$ cat src/rtl/mem_access_sequencer_if.sv
// Pipeline-side and SRAM-side signal bundle for mem_access_sequencer.
// The slave modport is the sequencer's view; master is the pipeline/SRAM environment.
interface mem_access_sequencer_if #(
  parameter int unsigned SRAM_AW = 18
) ();
  logic               memRead;
  logic               memWrite;
  logic [31:0]        address;
  logic [31:0]        writeData;
  logic [31:0]        readData;
  logic               ready;
  logic [SRAM_AW-1:0] sramAddr;
  logic [15:0]        sramDqOut;
  logic [15:0]        sramDqIn;
  logic               sramDqOe;
  logic               sramWeN;

  modport slave (
    input  memRead, memWrite, address, writeData, sramDqIn,
    output readData, ready, sramAddr, sramDqOut, sramDqOe, sramWeN
  );

  modport master (
    output memRead, memWrite, address, writeData, sramDqIn,
    input  readData, ready, sramAddr, sramDqOut, sramDqOe, sramWeN
  );
endinterface

$ cat src/rtl/mem_access_sequencer.sv
// Splits 32-bit MEM-stage accesses into two wait-stated 16-bit SRAM cycles, stalling via ready.
// Optional single-entry last-read cache enabled by defining LAST_READ_CACHE_EN.
module mem_access_sequencer #(
  parameter logic [31:0] BASE_ADDR   = 32'd1024,
  parameter int unsigned WAIT_CYCLES = 2,
  parameter int unsigned SRAM_AW     = 18
) (
  input  logic                 clk,
  input  logic                 rst,
  mem_access_sequencer_if.slave bus
);

  typedef enum logic [1:0] {
    S_IDLE = 2'd0,
    S_LO   = 2'd1,
    S_HI   = 2'd2,
    S_DONE = 2'd3
  } state_e;

  localparam logic [3:0] LAST_CNT = 4'(WAIT_CYCLES - 1);

  state_e             state_q, state_d;
  logic [3:0]         cnt_q, cnt_d;
  logic               op_wr_q, op_wr_d;
  logic [SRAM_AW-2:0] word_q, word_d;
  logic [31:0]        wdata_q, wdata_d;
  logic [15:0]        lo_q, lo_d;
  logic [31:0]        rdata_q, rdata_d;
  logic [SRAM_AW-1:0] saddr_q, saddr_d;
  logic [15:0]        dq_out_q, dq_out_d;
  logic               dq_oe_q, dq_oe_d;
  logic               we_n_q, we_n_d;
  logic               ready_s;

  logic               req_s;
  logic               is_wr_s;
  logic [31:0]        offset_s;
  logic [SRAM_AW-2:0] word_s;
  logic               last_s;
  logic               hit_s;
  logic [31:0]        hit_data_s;
  logic               unused_s;

  assign req_s    = bus.memRead | bus.memWrite;
  assign is_wr_s  = bus.memWrite & ~bus.memRead;
  assign offset_s = bus.address - BASE_ADDR;
  assign word_s   = offset_s[SRAM_AW:2];
  assign last_s   = (cnt_q == LAST_CNT);
  assign unused_s = ^{offset_s[31:SRAM_AW+1], offset_s[1:0]};

`ifdef LAST_READ_CACHE_EN
  logic               cvld_q, cvld_d;
  logic [SRAM_AW-2:0] ctag_q, ctag_d;
  logic [31:0]        cdata_q, cdata_d;

  assign hit_s      = req_s & ~is_wr_s & cvld_q & (ctag_q == word_s);
  assign hit_data_s = cdata_q;

  // Cache entry: write-through on a matching store, refill when a read completes
  always_comb begin
    cvld_d  = cvld_q;
    ctag_d  = ctag_q;
    cdata_d = cdata_q;
    if ((state_q == S_IDLE) && req_s && is_wr_s && cvld_q && (ctag_q == word_s)) begin
      cdata_d = bus.writeData;
    end else if ((state_q == S_HI) && last_s && !op_wr_q) begin
      cvld_d  = 1'b1;
      ctag_d  = word_q;
      cdata_d = {bus.sramDqIn, lo_q};
    end else begin
      cvld_d  = cvld_q;
    end
  end

  // Cache entry registers
  always_ff @(posedge clk or posedge rst) begin
    if (rst) begin
      cvld_q  <= 1'b0;
      ctag_q  <= '0;
      cdata_q <= 32'd0;
    end else begin
      cvld_q  <= cvld_d;
      ctag_q  <= ctag_d;
      cdata_q <= cdata_d;
    end
  end
`else
  assign hit_s      = 1'b0;
  assign hit_data_s = 32'd0;
`endif

  // Sequencer next state; SRAM pad outputs are computed for the upcoming state so they flop cleanly
  always_comb begin
    state_d  = state_q;
    cnt_d    = cnt_q;
    op_wr_d  = op_wr_q;
    word_d   = word_q;
    wdata_d  = wdata_q;
    lo_d     = lo_q;
    rdata_d  = rdata_q;
    saddr_d  = saddr_q;
    dq_out_d = dq_out_q;
    dq_oe_d  = dq_oe_q;
    we_n_d   = we_n_q;
    ready_s  = 1'b0;
    case (state_q)
      S_IDLE: begin
        if (!req_s) begin
          ready_s = 1'b1;
        end else if (hit_s) begin
          ready_s = 1'b1;
          rdata_d = hit_data_s;
        end else begin
          op_wr_d  = is_wr_s;
          word_d   = word_s;
          wdata_d  = bus.writeData;
          cnt_d    = 4'd0;
          state_d  = S_LO;
          saddr_d  = {word_s, 1'b0};
          dq_out_d = bus.writeData[15:0];
          dq_oe_d  = is_wr_s;
          we_n_d   = ~is_wr_s;
        end
      end
      S_LO: begin
        if (last_s) begin
          if (!op_wr_q) begin
            lo_d = bus.sramDqIn;
          end else begin
            lo_d = lo_q;
          end
          cnt_d    = 4'd0;
          state_d  = S_HI;
          saddr_d  = {word_q, 1'b1};
          dq_out_d = wdata_q[31:16];
        end else begin
          cnt_d = cnt_q + 4'd1;
        end
      end
      S_HI: begin
        if (last_s) begin
          if (!op_wr_q) begin
            rdata_d = {bus.sramDqIn, lo_q};
          end else begin
            rdata_d = rdata_q;
          end
          cnt_d   = 4'd0;
          state_d = S_DONE;
          dq_oe_d = 1'b0;
          we_n_d  = 1'b1;
        end else begin
          cnt_d = cnt_q + 4'd1;
        end
      end
      S_DONE: begin
        ready_s = 1'b1;
        state_d = S_IDLE;
      end
      default: begin
        state_d = S_IDLE;
        cnt_d   = 4'd0;
        dq_oe_d = 1'b0;
        we_n_d  = 1'b1;
      end
    endcase
  end

  // State, latched request and registered SRAM/pipeline outputs
  always_ff @(posedge clk or posedge rst) begin
    if (rst) begin
      state_q  <= S_IDLE;
      cnt_q    <= 4'd0;
      op_wr_q  <= 1'b0;
      word_q   <= '0;
      wdata_q  <= 32'd0;
      lo_q     <= 16'd0;
      rdata_q  <= 32'd0;
      saddr_q  <= '0;
      dq_out_q <= 16'd0;
      dq_oe_q  <= 1'b0;
      we_n_q   <= 1'b1;
    end else begin
      state_q  <= state_d;
      cnt_q    <= cnt_d;
      op_wr_q  <= op_wr_d;
      word_q   <= word_d;
      wdata_q  <= wdata_d;
      lo_q     <= lo_d;
      rdata_q  <= rdata_d;
      saddr_q  <= saddr_d;
      dq_out_q <= dq_out_d;
      dq_oe_q  <= dq_oe_d;
      we_n_q   <= we_n_d;
    end
  end

  assign bus.readData  = rdata_q;
  assign bus.ready     = ready_s;
  assign bus.sramAddr  = saddr_q;
  assign bus.sramDqOut = dq_out_q;
  assign bus.sramDqOe  = dq_oe_q;
  assign bus.sramWeN   = we_n_q;

endmodule
$ cat src/flat_wrapper.sv
// flat-port wrapper written by rule: the top's interface ports become plain ports
module mem_access_sequencer_flat 
#(
  parameter logic [31:0] BASE_ADDR   = 32'd1024,
  parameter int unsigned WAIT_CYCLES = 2,
  parameter int unsigned SRAM_AW     = 18
)
  (clk, rst, bus_memRead, bus_memWrite, bus_address, bus_writeData, bus_sramDqIn, bus_readData, bus_ready, bus_sramAddr, bus_sramDqOut, bus_sramDqOe, bus_sramWeN);
  mem_access_sequencer_if #(.SRAM_AW(SRAM_AW)) bus_i ();
  input  logic clk;
  input  logic rst;
  input wire logic [$bits(bus_i.memRead)-1:0] bus_memRead;
  input wire logic [$bits(bus_i.memWrite)-1:0] bus_memWrite;
  input wire logic [$bits(bus_i.address)-1:0] bus_address;
  input wire logic [$bits(bus_i.writeData)-1:0] bus_writeData;
  input wire logic [$bits(bus_i.sramDqIn)-1:0] bus_sramDqIn;
  output wire logic [$bits(bus_i.readData)-1:0] bus_readData;
  output wire logic [$bits(bus_i.ready)-1:0] bus_ready;
  output wire logic [$bits(bus_i.sramAddr)-1:0] bus_sramAddr;
  output wire logic [$bits(bus_i.sramDqOut)-1:0] bus_sramDqOut;
  output wire logic [$bits(bus_i.sramDqOe)-1:0] bus_sramDqOe;
  output wire logic [$bits(bus_i.sramWeN)-1:0] bus_sramWeN;
  assign bus_i.memRead = bus_memRead;
  assign bus_i.memWrite = bus_memWrite;
  assign bus_i.address = bus_address;
  assign bus_i.writeData = bus_writeData;
  assign bus_i.sramDqIn = bus_sramDqIn;
  assign bus_readData = bus_i.readData;
  assign bus_ready = bus_i.ready;
  assign bus_sramAddr = bus_i.sramAddr;
  assign bus_sramDqOut = bus_i.sramDqOut;
  assign bus_sramDqOe = bus_i.sramDqOe;
  assign bus_sramWeN = bus_i.sramWeN;
  mem_access_sequencer #(.BASE_ADDR(BASE_ADDR), .WAIT_CYCLES(WAIT_CYCLES), .SRAM_AW(SRAM_AW)) u_core (.clk(clk), .rst(rst), .bus(bus_i));
endmodule
$ cat config.mk
export PLATFORM = sky130hd
export DESIGN_NAME = mem_access_sequencer_flat
export DESIGN_NICKNAME = d
export VERILOG_FILES = /design/src/rtl/mem_access_sequencer_if.sv /design/src/rtl/mem_access_sequencer.sv /design/src/flat_wrapper.sv
export SDC_FILE = /design/constraint.sdc
export NUM_CORES = 1
export LEC_CHECK = 0
export CAP_MARGIN = 10
export CORE_UTILIZATION = 40
export CTS_CLUSTER_DIAMETER = 120
export CTS_CLUSTER_SIZE = 28
export DETAILED_ROUTE_END_ITERATION = 6
export PLACE_DENSITY_LB_ADDON = 0.05
export SLEW_MARGIN = 20
export SYNTH_ARGS = -nofsm -noshare
export SYNTH_HDL_FRONTEND = slang
export SYNTH_SLANG_ARGS = --single-unit
$ cat constraint.sdc
create_clock -name clk -period 7.9 [get_ports clk]
set_input_delay 1.58 -clock clk [delete_from_list [all_inputs] [get_ports clk]]
set_output_delay 1.58 -clock clk [all_outputs]
set_load 0.01 [all_outputs]
==> results.cfg, run 1 <==
[outcome]
outcome = completed

[global_route]
met3_usage_pct = 5.36
use_met2_pct = 27.5
grt_pass1_wl_mm = 19.6
busiest_layer = met2
antenna_found_initial = 0
grt_max_degree = 76
grtUsageMet1_pct = 24.2
grt_pass1_vias = 3811
grt-ovfl-total = 0
track_usage_pct = 18.1

[pwr]
power.leakage_uw = 0.00337
max-vdd-ir-drop_uv = 245
powerDensity_mw_per_mm2 = 440

[setup_path]
endpoint_kind = output pin
critPathRequiredTime_ns = 6.32
worst-path-max-fanout = 7
crit_type = in -> out
arrival_ns = 3.17
cp-start-kind = input port

[clocking]
clkTransAtPathRegs_ns = 0.05
clk_latency_ns = 0.42
cts_buffers = 17
tritoncts = done
clk_root_buffer_cell = clkbuf_16
clock-sinks = 124
cts_resized = 0
cts_setup_buffers = 0
h-tree-depth = 4
clock_path_buffers = 2
cts_hold_buf = 0

[logic_synthesis]
netlist_instances = 413
synth_fp_nets = 504
syn_avg_cell_area_um2 = 13.2
synth_top_flop_cell = dfrtp_1
synth_edf_count = 0
yosysWarnings = 0
netlist_area_mm2 = 0.00544
synth-async-reset-ratio_pct = 100
synthDistinctLibCells = 40
yosysSeqAreaShare_pct = 57.1
ys_seq_elements = 124

[hold_path]
holdCritPathClass = reg -> reg

[timing]
fin_crit_sh_pct = 60.1
hold_violations = 0
tightest_slew_ns = 0.930
period_minus_slack_ns = 4.75
relSlewSlack_pct = 38.0
finClkSkew_ns = 0.00541
fmax_mhz = 211
rsz0062_at_grt = false
finalSetupViolations = 0
finalSetupTns_ns = 0
finalMaxSlewViolations = 0

[final_layout]
final_cell_mix = clkdlybuf4s50_1 (137), dfrtp_1 (123), nand2_1 (45)
postLayoutCellArea_mm2 = 0.00756
nNetsFinal = 642
fill_cells = 1137
areaGrowthSynthToFinish_pct = 39.2
drive_gt1_share_pct = 21.5
final_common_cell = clkdlybuf4s50_1
diodes = 0

[route]
wl_mm = 11.5
wire_per_inst_um = 15.5
vias_per_cell = 4.90
vias = 3628
drt_iter0_drc = 103
drcViolationCount = 0
ant_nets = 0
dr.pass1.iters = 4

[placed_design]
port_buffers = 137
routabilityCongestion = 0.749
hpwl_mm = 7.44
dpl_cell_area_mm2 = 0.00692

[die]
core_mm2 = 0.0132
row_count = 42
io_pins = 153
fp.dieW_um = 119
dieArea_mm2 = 0.0141
start_util_pct = 41.0
dieHeight_um = 119

[job]
drv_cap = 0
[metal layers]
metal	vias to the layer above	share of wire [%]
li1	1730	-
met3	13	4.7
met5	-	0
met2	95	47
met1	1790	47
met4	0	1.6
[metrics by stage]
step | instances | power, uW | hold WS, ns | worst slack (ns) | util, %
2_1_floorplan | 413 | 1980 | 0.449 | 3.02 | -
3_3_place_gp | 708 | 2470 | 0.460 | 3.16 | 52.3
3_5_place_dp | 708 | 2510 | 0.471 | 3.17 | 52.3
4_1_cts | 740 | 3370 | 0.483 | 3.16 | 57.1
5_1_grt | 740 | 3550 | 0.508 | 3.09 | 57.1
6_report | 740 | 3330 | 0.479 | 3.15 | 57.1
[state kept, by name (all words and copies together) (netlist names)]
register / count
u_core.bus.sramAddr: 18
u_core.state_q: 2
u_core.op_wr_q: 1
u_core.lo_q: 16
u_core.word_q: 17
u_core.bus.sramWeN: 1
u_core.bus.readData: 32
u_core.bus.sramDqOe: 1
u_core.bus.sramDqOut: 16
u_core.cnt_q: 4
u_core.wdata_q: 16
[Yosys cell counts, types with 8 or more instances]
| master | n | area share (%) |
|---|---|---|
| o21ai_0 | 25 | 2.3 |
| dfrtp_1 | 123 | 57 |
| inv_1 | 8 | 0.55 |
| nor2_1 | 9 | 0.62 |
| o21ai_1 | 20 | 1.8 |
| mux2_2 | 35 | 7.3 |
| nand2_1 | 45 | 3.1 |
| mux2_4 | 40 | 11 |
| mux2i_1 | 24 | 4.4 |
[kinds of logic after synthesis]
| group | share of synthesized area [%] |
|---|---|
| compound gates | 7.23 |
| buf+inv | 3.18 |
| flops | 57.1 |
| mux | 22.7 |
| simple gates | 7.02 |
| xor+xnor | 1.13 |
| fa+ha+maj | 1.61 |
[area by class of cell]
| cell class | instances | area, um2 | share of cell area [%] |
|---|---|---|---|
| Multi-Input combinational cell | 260 | 2180 | 28.8 |
| Clock inverter | 15 | 210 | 2.78 |
| Clock buffer | 17 | 425 | 5.62 |
| Tap cell | 176 | 220 | 2.91 |
| Inverter | 8 | 32.5 | 0.430 |
| Sequential cell | 124 | 3100 | 41.0 |
| Timing Repair Buffer | 140 | 1390 | 18.4 |
[worst max-delay path, cell delays in order]
cell,delay (ns)
clkdlybuf4s50_1,0.56
nor3b_1,0.33
nor2_1,0.07
nor2_1,0.09
clkdlybuf4s50_1,0.54
[where the power goes]
group	total (uW)	internal [uW]	switching [uW]
clock	836	534	303
sequential	1140	961	174
combinational	1350	767	586
total	3330	2260	1060
[path summary, 6_finish.rpt]
| kind | cells past startpoint | start | endpoint | slack, ns |
|---|---|---|---|---|
| max | 5 | bus_memWrite | bus_ready | 3.15 |
| min | 2 | u_core.bus.sramDqOut[10] | u_core.bus.sramDqOut[10] | 0.48 |
| max reg2reg | 6 | u_core.cnt_q[1] | u_core.bus.readData[7] | 5.62 |
| min reg2reg | 2 | u_core.bus.sramDqOut[10] | u_core.bus.sramDqOut[10] | 0.48 |
| max in group asynchronous | 3 | rst | u_core.wdata_q[26] | 4.98 |
| min in group asynchronous | 2 | rst | u_core.lo_q[14] | 1.73 |
Power figures use the tool's default switching activity.
==> run 2: changes to the inputs <==
clock period = 3.9 ns   (was 7.9 ns; I/O delays follow)
==> run 2 against run 1 <==
Against the previous run:
- sequential power up 100%
- worst hold slack worse by 0.0035 ns
- worst setup slack worse by 2.4 ns
- clock power up 100%
- flip-flop and latch count unchanged
- non-clock buffer count up 2
- power up 100%
- cell count up 0.27%
- utilization up 0.26 points
- combinational power up 110%
- critical path type unchanged
==> results.cfg, run 2 (synthesis results as in run 1) <==
[outcome]
outcome = completed

[clocking]
cts_resized = 0
clk_latency_ns = 0.41
clock_path_buffers = 2
cts_setup_buffers = 0
cts_hold_buf = 0
clkTransAtPathRegs_ns = 0.05
cts_buffers = 17
tritoncts = done
h-tree-depth = 4
clock-sinks = 124
clk_root_buffer_cell = clkbuf_16

[setup_path]
r2r-start = u_core.cnt_q[1]
critPathRequiredTime_ns = 3.12
arrival_ns = 2.38
cp-start-kind = input port
endpoint_kind = output pin
worst-path-max-fanout = 7
crit_start = bus_memWrite
crit_type = in -> out

[pwr]
finalPower_uw = 6760
power.leakage_uw = 0.00338
powerDensity_mw_per_mm2 = 890
max-vdd-ir-drop_uv = 436

[timing]
finalMaxSlewViolations = 0
rsz0062_at_grt = false
relSlewSlack_pct = 52.1
fin_crit_sh_pct = 81.0
period_minus_slack_ns = 3.16
finalSetupTns_ns = 0
finalSetupViolations = 0
finClkSkew_ns = 0.00685
fmax_mhz = 316
hold_violations = 0
tightest_slew_ns = 0.719

[die]
fp.dieW_um = 119
io_pins = 153
core_mm2 = 0.0132
row_count = 42
dieArea_mm2 = 0.0141
start_util_pct = 41.0
dieHeight_um = 119

[placed_design]
placed_cells = 710
hpwl_mm = 7.56
routabilityCongestion = 0.738
dpl_cell_area_mm2 = 0.00696
port_buffers = 137

[route]
vias_per_cell = 4.82
drcViolationCount = 0
wl_mm = 11.7
ant_nets = 0
wire_per_inst_um = 15.8
dr.pass1.iters = 4
vias = 3580
drt_iter0_drc = 176

[final_layout]
final_cell_count_no_fill = 742
drive_gt1_share_pct = 21.6
final_cell_mix = clkdlybuf4s50_1 (137), dfrtp_1 (123), nand2_1 (45)
largest_register_ffs = 32
postLayoutCellArea_mm2 = 0.00760
nNetsFinal = 644
areaGrowthSynthToFinish_pct = 39.8
diodes = 0
final_common_cell = clkdlybuf4s50_1

[global_route]
track_usage_pct = 18.0
grt_pass1_wl_mm = 19.5
grt-ovfl-total = 0
grt_max_degree = 125
grt_pass1_vias = 3795
antenna_found_initial = 0

[hold_path]
holdCritPathClass = reg -> reg
hold_path_startpoint = u_core.word_q[11]

[job]
drv_cap = 0
## run 2: metrics by stage
step | setup slack, ns | utilization [%] | hold slack, ns
after floorplan | 1.60 | - | 0.449
after global placement | 0.727 | 52.6 | 0.461
after detailed placement | 0.756 | 52.6 | 0.471
after CTS | 0.736 | 57.4 | 0.483
after global routing | 0.588 | 57.4 | 0.506
final | 0.740 | 57.4 | 0.476
## run 2: cell type report
type / count / area (um2)
fillers: 1112 / 5650
flip-flops and latches: 124 / 3100
multi-input cells: 260 / 2170
repair buffers: 142 / 1430
clock buffers: 21 / 470
well taps: 176 / 220
clock inverters: 11 / 165
inverters: 8 / 33.8
## run 2: metal layers
metal | part of all wire (%) | wire length, um | global-route usage (%)
met2 | 46 | 5340 | 27.3
met1 | 49 | 5730 | 24.4
met5 | 0 | 0 | 0
met3 | 3.8 | 442 | 4.30
met4 | 1.7 | 199 | 7.83
## run 2: final timing paths
kind	slack, ns	cells past startpoint	endpoint
setup / recovery	0.74	5	bus_ready
hold / removal	0.48	2	u_core.word_q[11]
setup reg to reg	1.63	6	u_core.bus.readData[9]
hold reg to reg	0.48	2	u_core.word_q[11]
max in group asynchronous	2.43	3	u_core.bus.sramAddr[6]
min in group asynchronous	0.89	3	u_core.wdata_q[20]
## run 2: power breakdown
group	switching (uW)	internal (uW)	leakage, uW
registers	354	1950	0.00149
logic	1200	1590	0.00159
clock network	555	1120	0.000301
total	2110	4650	0.00338
## run 2: critical path, stage by stage
cell,delay [ns]
clkdlybuf4s50_1,0.54
nor3b_1,0.35
nor2_1,0.07
nor2_1,0.09
clkdlybuf4s50_1,0.54
